==> config.mk <==
export PLATFORM = sky130hd
export DESIGN_NAME = exc_seq
export DESIGN_NICKNAME = d
export VERILOG_FILES = /design/src/rtl/exc_seq_pkg.sv /design/src/rtl/exc_stat_cnt.sv /design/src/rtl/exc_seq.sv
export SDC_FILE = /design/constraint.sdc
export NUM_CORES = 1
export LEC_CHECK = 0
export ABC_AREA = 0
export CORE_ASPECT_RATIO = 1.2
export CORE_MARGIN = 10
export CORE_UTILIZATION = 37
export DETAILED_ROUTE_END_ITERATION = 6
export GPL_ROUTABILITY_DRIVEN = 0
export MAX_ROUTING_LAYER = met4
export PLACE_DENSITY = 0.84
export SETUP_SLACK_MARGIN = 0.2
export SYNTH_ARGS = -nofsm -noshare
export SYNTH_HDL_FRONTEND = slang
export SYNTH_SLANG_ARGS = --single-unit
==> constraint.sdc <==
create_clock -name clk -period 3.8 [get_ports clk]
set_clock_uncertainty 0.05 [all_clocks]
set_input_delay 0.57 -clock clk [delete_from_list [all_inputs] [get_ports clk]]
set_output_delay 0.57 -clock clk [all_outputs]
set_load 0.02 [all_outputs]
==> src/rtl/exc_seq_pkg.sv <==
// Shared definitions for the interrupt entry/exit sequencer: state encodings,
// PC-select codes, the default ISR vector and the state-to-control decode.
package exc_seq_pkg;

  typedef enum logic [2:0] {
    ST_RUN  = 3'd0,
    ST_WAIT = 3'd1,
    ST_SAVE = 3'd2,
    ST_VEC  = 3'd3,
    ST_RET  = 3'd4
  } exc_state_e;

  localparam logic [1:0]  PCSEL_NORM    = 2'b00;
  localparam logic [1:0]  PCSEL_ISR     = 2'b01;
  localparam logic [1:0]  PCSEL_EPC     = 2'b10;
  localparam logic [31:0] ISR_ADDR_DFLT = 32'h0000_4180;

  typedef struct packed {
    logic       stall;
    logic       epc_ld;
    logic       exl_set;
    logic       exl_clr;
    logic       pc_wr;
    logic [1:0] pc_sel;
    logic       int_ack;
  } exc_ctl_t;

  // Moore decode of one state into the full set of sequencer controls.
  function automatic exc_ctl_t exc_decode(input exc_state_e st);
    exc_ctl_t ctl;
    ctl = exc_ctl_t'(8'h00);
    case (st)
      ST_RUN: ctl = exc_ctl_t'(8'h00);
      ST_WAIT: ctl.stall = 1'b1;
      ST_SAVE: begin
        ctl.stall   = 1'b1;
        ctl.epc_ld  = 1'b1;
        ctl.exl_set = 1'b1;
      end
      ST_VEC: begin
        ctl.stall   = 1'b1;
        ctl.pc_wr   = 1'b1;
        ctl.pc_sel  = PCSEL_ISR;
        ctl.int_ack = 1'b1;
      end
      ST_RET: begin
        ctl.stall   = 1'b1;
        ctl.pc_wr   = 1'b1;
        ctl.pc_sel  = PCSEL_EPC;
        ctl.exl_clr = 1'b1;
      end
      default: ctl = exc_ctl_t'(8'h00);
    endcase
    return ctl;
  endfunction

endpackage

==> src/rtl/exc_stat_cnt.sv <==
// Parameterised saturating event counter; holds at all-ones once reached.
module exc_stat_cnt #(
  parameter int W = 16
) (
  input  logic         clk,
  input  logic         rst,
  input  logic         inc,
  output logic [W-1:0] cnt
);

  logic [W-1:0] cnt_r;

  // Count events, stopping at all-ones.
  always_ff @(posedge clk) begin
    if (rst) begin
      cnt_r <= {W{1'b0}};
    end else if (inc && (cnt_r != {W{1'b1}})) begin
      cnt_r <= cnt_r + W'(1);
    end else begin
      cnt_r <= cnt_r;
    end
  end

  assign cnt = cnt_r;

endmodule

==> src/rtl/exc_seq.sv <==
// Interrupt entry/exit sequencer: drain, save EPC, set EXL, vector; eret returns.
// Optional statistics counter (IntCnt port) enabled by defining EXC_STAT_EN.
module exc_seq
  import exc_seq_pkg::*;
#(
  parameter logic [31:0] ISR_ADDR = ISR_ADDR_DFLT,
  parameter int          STAT_W   = 16
) (
  input  logic              clk,
  input  logic              rst,
  input  logic              IntReq,
  input  logic              InstrDone,
  input  logic              IsEret,
  input  logic [31:2]       NextPC,
  input  logic [31:2]       EPC,
  output logic              Stall,
  output logic              EPCLd,
  output logic [31:2]       EPCVal,
  output logic              EXLSet,
  output logic              EXLClr,
  output logic              PCWr,
  output logic [1:0]        PCSel,
`ifdef EXC_STAT_EN
  output logic              IntAck,
  output logic [STAT_W-1:0] IntCnt
`else
  output logic              IntAck
`endif
);

  if (STAT_W < 1) begin : g_bad_stat_w
    $error("exc_seq: STAT_W must be at least 1");
  end

  exc_state_e  state_r, next_state_s;
  exc_ctl_t    ctl_r;
  logic        latch_s;
  logic [31:2] epc_val_r;

  // Next-state selection and the NextPC capture decision.
  always_comb begin
    next_state_s = state_r;
    latch_s      = 1'b0;
    case (state_r)
      ST_RUN: begin
        if (InstrDone && IsEret) begin
          next_state_s = ST_RET;
        end else if (IntReq && InstrDone) begin
          next_state_s = ST_SAVE;
          latch_s      = 1'b1;
        end else if (IntReq) begin
          next_state_s = ST_WAIT;
        end else begin
          next_state_s = ST_RUN;
        end
      end
      // Retire commits the interrupt even if IntReq fell this cycle.
      ST_WAIT: begin
        if (InstrDone) begin
          next_state_s = ST_SAVE;
          latch_s      = 1'b1;
        end else if (!IntReq) begin
          next_state_s = ST_RUN;
        end else begin
          next_state_s = ST_WAIT;
        end
      end
      ST_SAVE: next_state_s = ST_VEC;
      ST_VEC:  next_state_s = ST_RUN;
      ST_RET:  next_state_s = ST_RUN;
      default: next_state_s = ST_RUN;
    endcase
  end

  // State, resume address and controls; controls are pre-decoded from next state.
  always_ff @(posedge clk) begin
    if (rst) begin
      state_r   <= ST_RUN;
      ctl_r     <= exc_ctl_t'(8'h00);
      epc_val_r <= 30'd0;
    end else begin
      state_r <= next_state_s;
      ctl_r   <= exc_decode(next_state_s);
      if (latch_s) begin
        epc_val_r <= NextPC;
      end else begin
        epc_val_r <= epc_val_r;
      end
    end
  end

  assign Stall  = ctl_r.stall;
  assign EPCLd  = ctl_r.epc_ld;
  assign EXLSet = ctl_r.exl_set;
  assign EXLClr = ctl_r.exl_clr;
  assign PCWr   = ctl_r.pc_wr;
  assign PCSel  = ctl_r.pc_sel;
  assign IntAck = ctl_r.int_ack;
  assign EPCVal = epc_val_r;

`ifdef EXC_STAT_EN
  exc_stat_cnt #(
    .W (STAT_W)
  ) u_stat_cnt (
    .clk (clk),
    .rst (rst),
    .inc (state_r == ST_VEC),
    .cnt (IntCnt)
  );
`endif

endmodule

* After elaboration in Yosys (flattened, before gate mapping) *
Index checks and enable logic that the tools add are counted.

storage, ports and cells
  bits in registers = 41
  bits of input ports = 65
  output and inout port bits = 38
  word-level logic and storage cells = 33

operators by class
  eq/ne operators = 6
  multiplexer cells = 14
  reductions and logical operators = 4

operator list
  kind                                                                    count
  3-bit by 2-bit equality test with 1-bit output (second input constant)  3
  3-bit case mux with 3 select lines                                      1
  1-bit 2-to-1 mux                                                        7
  3-bit by 1-bit equality test with 1-bit output (second input constant)  2
  2-bit 2-to-1 mux                                                        3
  3-bit case mux with 2 select lines                                      1
  4-bit OR reduction                                                      1
  3-bit equality test (second input constant)                             1
  3-bit zero test                                                         1
  3-bit 2-to-1 mux                                                        1
  1-bit logical AND                                                       2
  1-bit case mux with 2 select lines                                      1

* Logic depth before layout (Yosys ltp) *
Gate-level depths: netlist of the first run.

  depth in word-level cells = 7
  mapped depth = 5
  gate-level depth less buffers = 4

* Worst setup path after synthesis of the first run *
No wires, ideal clock.

  kind = input-to-reg
  start = in IntReq
  end = reg epc_val_r (netlist bit EPCVal[10])
  library setup time = 0.124 ns
  arrival = 1.295 ns
  data required time = 3.626 ns
  path slack = 2.330 ns
  cell stages on the path = 5
  path buffers = 1
  cell sequence = nor2b_1 -> o21ai_2 -> buf_6 -> mux2i_1 -> nor2_1

between the ends
  cells in the longest elaborated chain, start to end = 4

RTL lines
  element                             line           text
  start: declaration                  exc_seq.sv:11  input logic IntReq,
  1-bit logical AND                   exc_seq.sv:48  end else if (IntReq && InstrDone) begin
  1-bit 2-to-1 mux                    exc_seq.sv:48
  1-bit 2-to-1 mux                    exc_seq.sv:46  if (InstrDone && IsEret) begin
  1-bit case mux with 2 select lines  exc_seq.sv:44  case (state_r)
  end signal: assignment              exc_seq.sv:85  epc_val_r <= NextPC;
  end signal: assignment              exc_seq.sv:87  epc_val_r <= epc_val_r;
  end: declaration                    exc_seq.sv:38  logic [31:2] epc_val_r;

No other way between the ends.
A chain may end at the register's enable or synchronous reset.

* Worst setup path in the final report of the first run *
  start = in IsEret
  end = reg epc_val_r (netlist bit EPCVal[10])

between the ends
  cells in the longest elaborated chain, start to end = 3

RTL lines
  element                             line           text
  start: declaration                  exc_seq.sv:13  input logic IsEret,
  1-bit logical AND                   exc_seq.sv:46
  1-bit 2-to-1 mux                    exc_seq.sv:46
  1-bit case mux with 2 select lines  exc_seq.sv:44

No other way between the ends.

==> results.yml, run 1 <==
placed_design:
  dp_hpwl_um: 2930
  pre_cts_ws_ns: 1.34
  placed_area_um2: 2170
  place_inst: 246
  portBuffers: 72
routing:
  drtAntennaViolNets: 0
  drt_first_pass_iters: 4
  first_iter_violations: 29
  viasPerCell: 4.50
  vias: 1143
  drc: 0
  wl_per_cell_um: 14.5
  postRouteWirelength_um: 3690
cts:
  cts_setup_buffers: 0
  clockBufferDepth: 2
  clock_latency_ns: 0.28
  cts_made_buffers: 5
  cts-resized-gates: 0
  cts_tree: "done"
  hold_buffers: 0
  clock_sinks: 39
  clk_pin_slew_ns: 0.07
  cts-htree-levels: 2
  ctsRootBufferMaster: "clkbuf_8"
hold_path:
  hold_path_class: "reg2reg"
timing:
  worstMarginPinSlew_ns: 0.662
  tns_ns: 0
  fin_hold_ws_ns: 0.441
  slew_violations: 0
  finalCritPeriodShare: 0.565
  slew_headroom: 0.557
  worst_slack_ns: 1.65
  hold_violations: 0
  rsz0062_at_grt: "false"
  final.min_clock_period_ns: 2.15
  clock.fmax_ghz: 0.466
  setup_viol: 0
yosys:
  synthFlopType: "dfxtp_1"
  seq_area_frac_synth: 0.545
  synth_area_leaders: "dfxtp_1 (55%), mux2i_1 (21%), nor2_1 (8.4%)"
  async_reset_ff_frac: 0
  netlist.area_leader.share: 0.545
  synth.net_count: 194
  mappedNetlistArea_um2: 1430
  avgSynthCellArea_um2: 11.1
  yosysWarnings: 0
  synth_edf_count: 0
  yosysUniqueCellTypes: 20
  synth.ff_latch_count: 39
  synth_cells: 129
  synth_top_cell_by_area: "dfxtp_1"
worst_setup_path:
  critPathTopFamily: "buffers and inverters"
  path_cells: "clkdlybuf4s50_1 -> nor2b_1 -> o21ai_4 -> buf_12 -> mux2i_1 -> nor2_1"
  crit_required_ns: 3.91
  critPathMaxStageDelay_ns: 0.54
  worstPathArrival_ns: 2.26
  cpMaxStageDelayCell: "o21ai_4"
  cp-end-kind: "register"
  worst-path-max-fanout: 16
  worstSetupPathType: "in2reg"
  start_kind: "input port"
  critPathBufInv: 2
global_routing:
  grt_max_degree: 33
  grt_pass1_vias: 1229
  grt_usage: 0.112
  antenna_found_initial: 0
  overflow: 0
  grt_pass1_wl_um: 5890
floorplanning:
  io_pins: 103
  std_cell_rows: 24
  die_h_um: 88.1
  coreArea_um2: 3690
  dieArea_um2: 6770
  initial_utilization: 0.388
  fp.dieW_um: 76.8
run:
  drv_cap: 0
cells_and_area:
  fin_cells: 254
  diodes: 0
  final_net_count: 266
  stdcell_area_um2: 2250
  area_growth_pct: 57.0
  drive_gt1_frac: 0.0545
power:
  peakVddDrop_mv: 0.291
  power_density_nw_per_um2: 388
  leakagePower_nw: 1.03
run_status:
  outcome: "finished, final reports clean"
## state kept, by name, indices dropped and copies added (netlist names)
register and count:
EPCVal 30, state_r 3, EPCLd 1, EXLClr 1, IntAck 1, PCSel 1
PCWr 1, Stall 1
## Yosys cell counts, drive strengths merged, types with 2 or more instances
cell / instances
nor2: 32
nand2b: 2
dfxtp: 39
buf: 6
dlygate4sd1: 3
nor4bb: 2
mux2i: 30
nand2: 2
nor2b: 3
## metal layers
layer	part of all wire	GRT usage	vias up
li1	-	-	572
met1	0.41	0.114	527
met2	0.52	0.195	42
met3	0.066	0.0441	2
met4	0.0046	0.0355	0
met5	0	-	-
## per-stage QoR
stage | total power [mW] | utilization
final | 0.872 | 0.608
after CTS | 0.886 | 0.608
after floorplan | 0.537 | -
after global routing | 0.912 | 0.608
after global placement | 0.619 | 0.586
after detailed placement | 0.623 | 0.586
## cells by family after synthesis
logic type,after synthesis,share of synthesized area
AO/OA/AOI/OAI,6,0.0341
flip-flops,39,0.545
AND/OR/NAND/NOR,45,0.150
multiplexers,30,0.210
buffers and inverters,9,0.0603
## path summary, 6_finish.rpt
check / from / endpoint / slack (ns) / cells after the start
max: IsEret / EPCVal[10] / 1.65 / 6
min: EPCVal[7] / EPCVal[7] / 0.44 / 2
max reg2reg: state_r[0] / EPCVal[10] / 2.13 / 4
min reg2reg: EPCVal[7] / EPCVal[7] / 0.44 / 2
## layout make-up
type / count / area [um^2]
Sequential cell: 39 / 781
Timing Repair Buffer: 74 / 748
Clock buffer: 7 / 76.3
Tap cell: 52 / 65.1
Multi-Input combinational cell: 81 / 572
Clock inverter: 1 / 5.00
Fill cell: 334 / 1450
## power by group
part	switching [mW]	internal [mW]
sequential	0.0124	0.430
clock	0.132	0.129
combinational	0.0738	0.0950
## tightest hold or removal path, delay by kind of cell (launching register included)
| kind | cells | cell delay [ns] |
|---|---|---|
| flip-flops | 1 | 0.33 |
| multiplexers | 1 | 0.07 |
| AND/OR/NAND/NOR | 1 | 0.07 |
## cell usage in the layout (no fill, tap or decap), drive strengths merged, types with 2 or more instances in the layout
cell type and n:
buf 2, clkbuf 7, clkdlybuf4s50 72, dfxtp 39
mux2i 30, nand2 2, nand2b 2, nor2 32
nor2b 3, nor4bb 2
(Power assumes the default switching activity.)
==> run 2: changes to the inputs <==
Settings changed: CORE_UTILIZATION 37 to 34, PLACE_DENSITY 0.84 to 0.78.
Clock period 3.8 ns to 2.25 ns, I/O delays scaled along.
==> results.yml, run 2 (same netlist as run 1, synthesis figures left out) <==
routing:
  drtAntennaViolNets: 0
  first_iter_violations: 37
  postRouteWirelength_um: 3760
  vias: 1147
  wl_per_cell_um: 14.6
  drc: 0
  drt_first_pass_iters: 4
  viasPerCell: 4.46
cts:
  clock_latency_ns: 0.28
  clk_pin_slew_ns: 0.07
  cts_setup_buffers: 0
  ctsRootBufferMaster: "clkbuf_8"
  hold_buffers: 0
  cts_tree: "done"
  clock_sinks: 39
  cts-resized-gates: 0
  cts-htree-levels: 2
  clockBufferDepth: 2
  cts_made_buffers: 5
global_routing:
  grt_pass1_vias: 1202
  grt_pass1_wl_um: 6250
  grt_usage: 0.112
  overflow: 0
  grt_max_degree: 27
  antenna_found_initial: 0
cells_and_area:
  layout_common_cells: "clkdlybuf4s50_1 (72), dfxtp_1 (39), nor2_1 (32)"
  final_net_count: 267
  layout_commonest_cell: "clkdlybuf4s50_1"
  area_growth_pct: 58.1
  regArea_um2: 781
  diodes: 0
  multi_input_area_um2: 572
  fillers: 372
  largest_reg_flops: 30
  stdcell_area_um2: 2260
  drive_gt1_frac: 0.0640
floorplanning:
  io_pins: 103
  die_h_um: 91.1
  dieArea_um2: 7220
  initial_utilization: 0.358
  fp.dieW_um: 79.2
  std_cell_rows: 25
  coreArea_um2: 4000
timing:
  worstMarginPinSlew_ns: 0.321
  slew_headroom: 0.780
  rsz0062_at_grt: "false"
  tns_ns: 0
  hold_violations: 0
  clock.fmax_ghz: 0.610
  slew_violations: 0
  setup_viol: 0
  final.min_clock_period_ns: 1.64
  finalCritPeriodShare: 0.729
power:
  leakagePower_nw: 1.04
  peakVddDrop_mv: 0.418
  switching_power_mw: 0.375
  power_density_nw_per_um2: 680
  p_seq_frac: 0.485
  combinationalPowerShare: 0.183
  swShare: 0.244
  clkPwrFrac: 0.332
  internal-power_mw: 1.16
worst_setup_path:
  cp-end-kind: "output port"
  start_kind: "register"
  cpMaxStageDelayCell: "clkdlybuf4s50_1"
  crit_required_ns: 1.86
  worst-path-max-fanout: 2
  critPathMaxStageDelay_ns: 0.62
  worstPathArrival_ns: 1.25
  path_cells: "clkdlybuf4s50_1"
  critPathTopFamily: "buffers and inverters"
  worstSetupPathType: "reg2out"
  critPathBufInv: 1
hold_path:
  hold_path_class: "reg2reg"
placed_design:
  portBuffers: 72
  placed_area_um2: 2160
  dp_hpwl_um: 2990
run_status:
  outcome: "finished, final reports clean"
run:
  drv_cap: 0
## run 2: power by group through the flow
stage          Sequential (mW)  Clock [mW]  Combinational, mW
2_1_floorplan            0.800           0              0.106
3_3_place_gp             0.760           0              0.283
3_5_place_dp             0.764           0              0.287
4_1_cts                  0.748       0.528              0.288
5_1_grt                  0.753       0.560              0.304
6_report                 0.747       0.511              0.282
## run 2: path summary, 6_finish.rpt
path | startpoint | cells past startpoint | slack (ns) | endpoint
worst min-delay path | EPCVal[24] | 2 | 0.44 | EPCVal[24]
worst min register to register | EPCVal[24] | 2 | 0.44 | EPCVal[24]
worst max-delay path | EPCVal[16] | 1 | 0.61 | EPCVal[16]
worst max register to register | state_r[1] | 5 | 0.88 | EPCVal[19]
## run 2: per-stage QoR
step | cells | hold slack [ns] | util | setup slack [ns] | total power [mW]
finish | 257 | 0.442 | 0.565 | 0.610 | 1.54
global route | 257 | 0.475 | 0.565 | 0.534 | 1.62
CTS | 257 | 0.451 | 0.565 | 0.592 | 1.56
detailed placement | 249 | 0.435 | 0.540 | 0.344 | 1.05
global placement | 249 | 0.422 | 0.540 | 0.391 | 1.04
floorplan | 129 | 0.359 | - | 1.01 | 0.906
## run 2: cell type report
type,instances,share of cell area
timing repair buffer,75,0.328
multi-input combinational,81,0.253
tap,54,0.0299
sequential,39,0.345
clock buffer,8,0.0442
## run 2: routing by layer
metal / up-vias / global-route usage / part of all wire
li1: 573 / - / -
met3: 6 / 0.0424 / 0.068
met1: 523 / 0.119 / 0.41
met5: - / - / 0
met2: 45 / 0.183 / 0.50
met4: 0 / 0.0449 / 0.015
==> run 3: changes to the inputs <==
Clock period 2.25 ns to 1.61 ns, I/O delays scaled along.
==> results.yml, run 3 (same netlist as run 1, synthesis figures left out) <==
cts:
  clk_pin_slew_ns: 0.07
  clock_latency_ns: 0.28
  cts-htree-levels: 2
  cts_tree: "done"
  clockBufferDepth: 2
  hold_buffers: 0
  ctsRootBufferMaster: "clkbuf_8"
  cts_made_buffers: 5
  clock_sinks: 39
timing:
  clock.fmax_ghz: 0.746
  tns_ns: 0
  slew_headroom: 0.758
  rsz0062_at_grt: "false"
  fin_hold_ws_ns: 0.394
  hold_violations: 0
  finalCritPeriodShare: 0.833
  setup_viol: 0
  worstMarginPinSlew_ns: 0.353
  final.min_clock_period_ns: 1.34
  slew_violations: 0
global_routing:
  overflow: 0
  antenna_found_initial: 0
  grt_max_degree: 28
  grt_pass1_vias: 1138
  grt_pass1_wl_um: 5800
  grt_usage: 0.101
worst_setup_path:
  worst-path-max-fanout: 8
  cp-end-kind: "register"
  start_kind: "register"
  worstSetupPathType: "reg2reg"
  crit_required_ns: 1.73
  worstPathArrival_ns: 1.46
power:
  leakagePower_nw: 1.30
  peakVddDrop_mv: 0.524
  power_density_nw_per_um2: 892
cells_and_area:
  diodes: 0
  largest_reg_flops: 30
  area_growth_pct: 64.5
  final_net_count: 274
  layout_common_cells: "dfxtp_1 (38), dlygate4sd2_1 (38), nor2_1 (32)"
  stdcell_area_um2: 2350
  fin_cells: 263
  final_util: 0.588
  drive_gt1_frac: 0.110
floorplanning:
  io_pins: 103
  die_h_um: 91.1
  std_cell_rows: 25
  coreArea_um2: 4000
  fp.dieW_um: 79.2
  initial_utilization: 0.358
  dieArea_um2: 7220
placed_design:
  place_inst: 253
  dp_hpwl_um: 2820
  placed_area_um2: 2220
  portBuffers: 72
routing:
  vias: 1185
  drc: 0
  drtAntennaViolNets: 0
  viasPerCell: 4.51
  wl_per_cell_um: 14.5
  drt_first_pass_iters: 4
  first_iter_violations: 35
  postRouteWirelength_um: 3820
hold_path:
  hold_path_class: "in2reg"
run_status:
  outcome: "finished, final reports clean"
run:
  drv_cap: 0
[run 3: per-stage QoR]
step	total power, mW	setup slack, ns
3_3_place_gp	1.48	-0.0569
4_1_cts	2.10	0.213
2_1_floorplan	1.27	0.418
5_1_grt	2.20	0.218
3_5_place_dp	1.48	-0.120
6_report	2.10	0.269
[run 3: power breakdown]
| group | switching [mW] | internal, mW |
|---|---|---|
| Combinational | 0.184 | 0.228 |
| Clock | 0.310 | 0.336 |
| Sequential | 0.0276 | 1.02 |
| Total | 0.521 | 1.58 |
[run 3: critical path, cell delays in order, from the launching register on]
cell and delay [ns]:
dfxtp_2 0.36, nor3b_4 0.23, o21ai_4 0.09, buf_12 0.14, buf_12 0.14, mux2i_2 0.17
nor2_1 0.05
[run 3: what timing repair did]
item,CTS,global route
gates cloned,0,2
setup buffers,0,1
setup endpoints to repair,40,4
pin swaps,0,1
resized for setup,39,7
[run 3: path summary, 6_finish.rpt]
check	depth (start not counted)	startpoint	endpoint	slack, ns
worst max-delay path	6	state_r[1]	EPCVal[4]	0.27
worst min-delay path	3	IsEret	state_r[2]	0.39
worst max register to register	6	state_r[1]	EPCVal[4]	0.27
worst min register to register	2	EPCVal[9]	EPCVal[9]	0.44
[run 3: final cells by class]
type	count	area (um^2)
fill	392	1650
timing repair buffer	82	828
clock buffer	6	82.6
tap	54	67.6
sequential	39	782
clock inverter	1	5.00
multi-input combinational	81	589
[run 3: layer usage]
layer,GRT usage,up-vias,wire [um],share of wire
met1,0.119,554,1690,0.44
li1,-,588,-,-
met2,0.161,41,1940,0.51
met5,-,-,0,0
met4,0.0269,0,5,0.0013
met3,0.0345,2,194,0.051
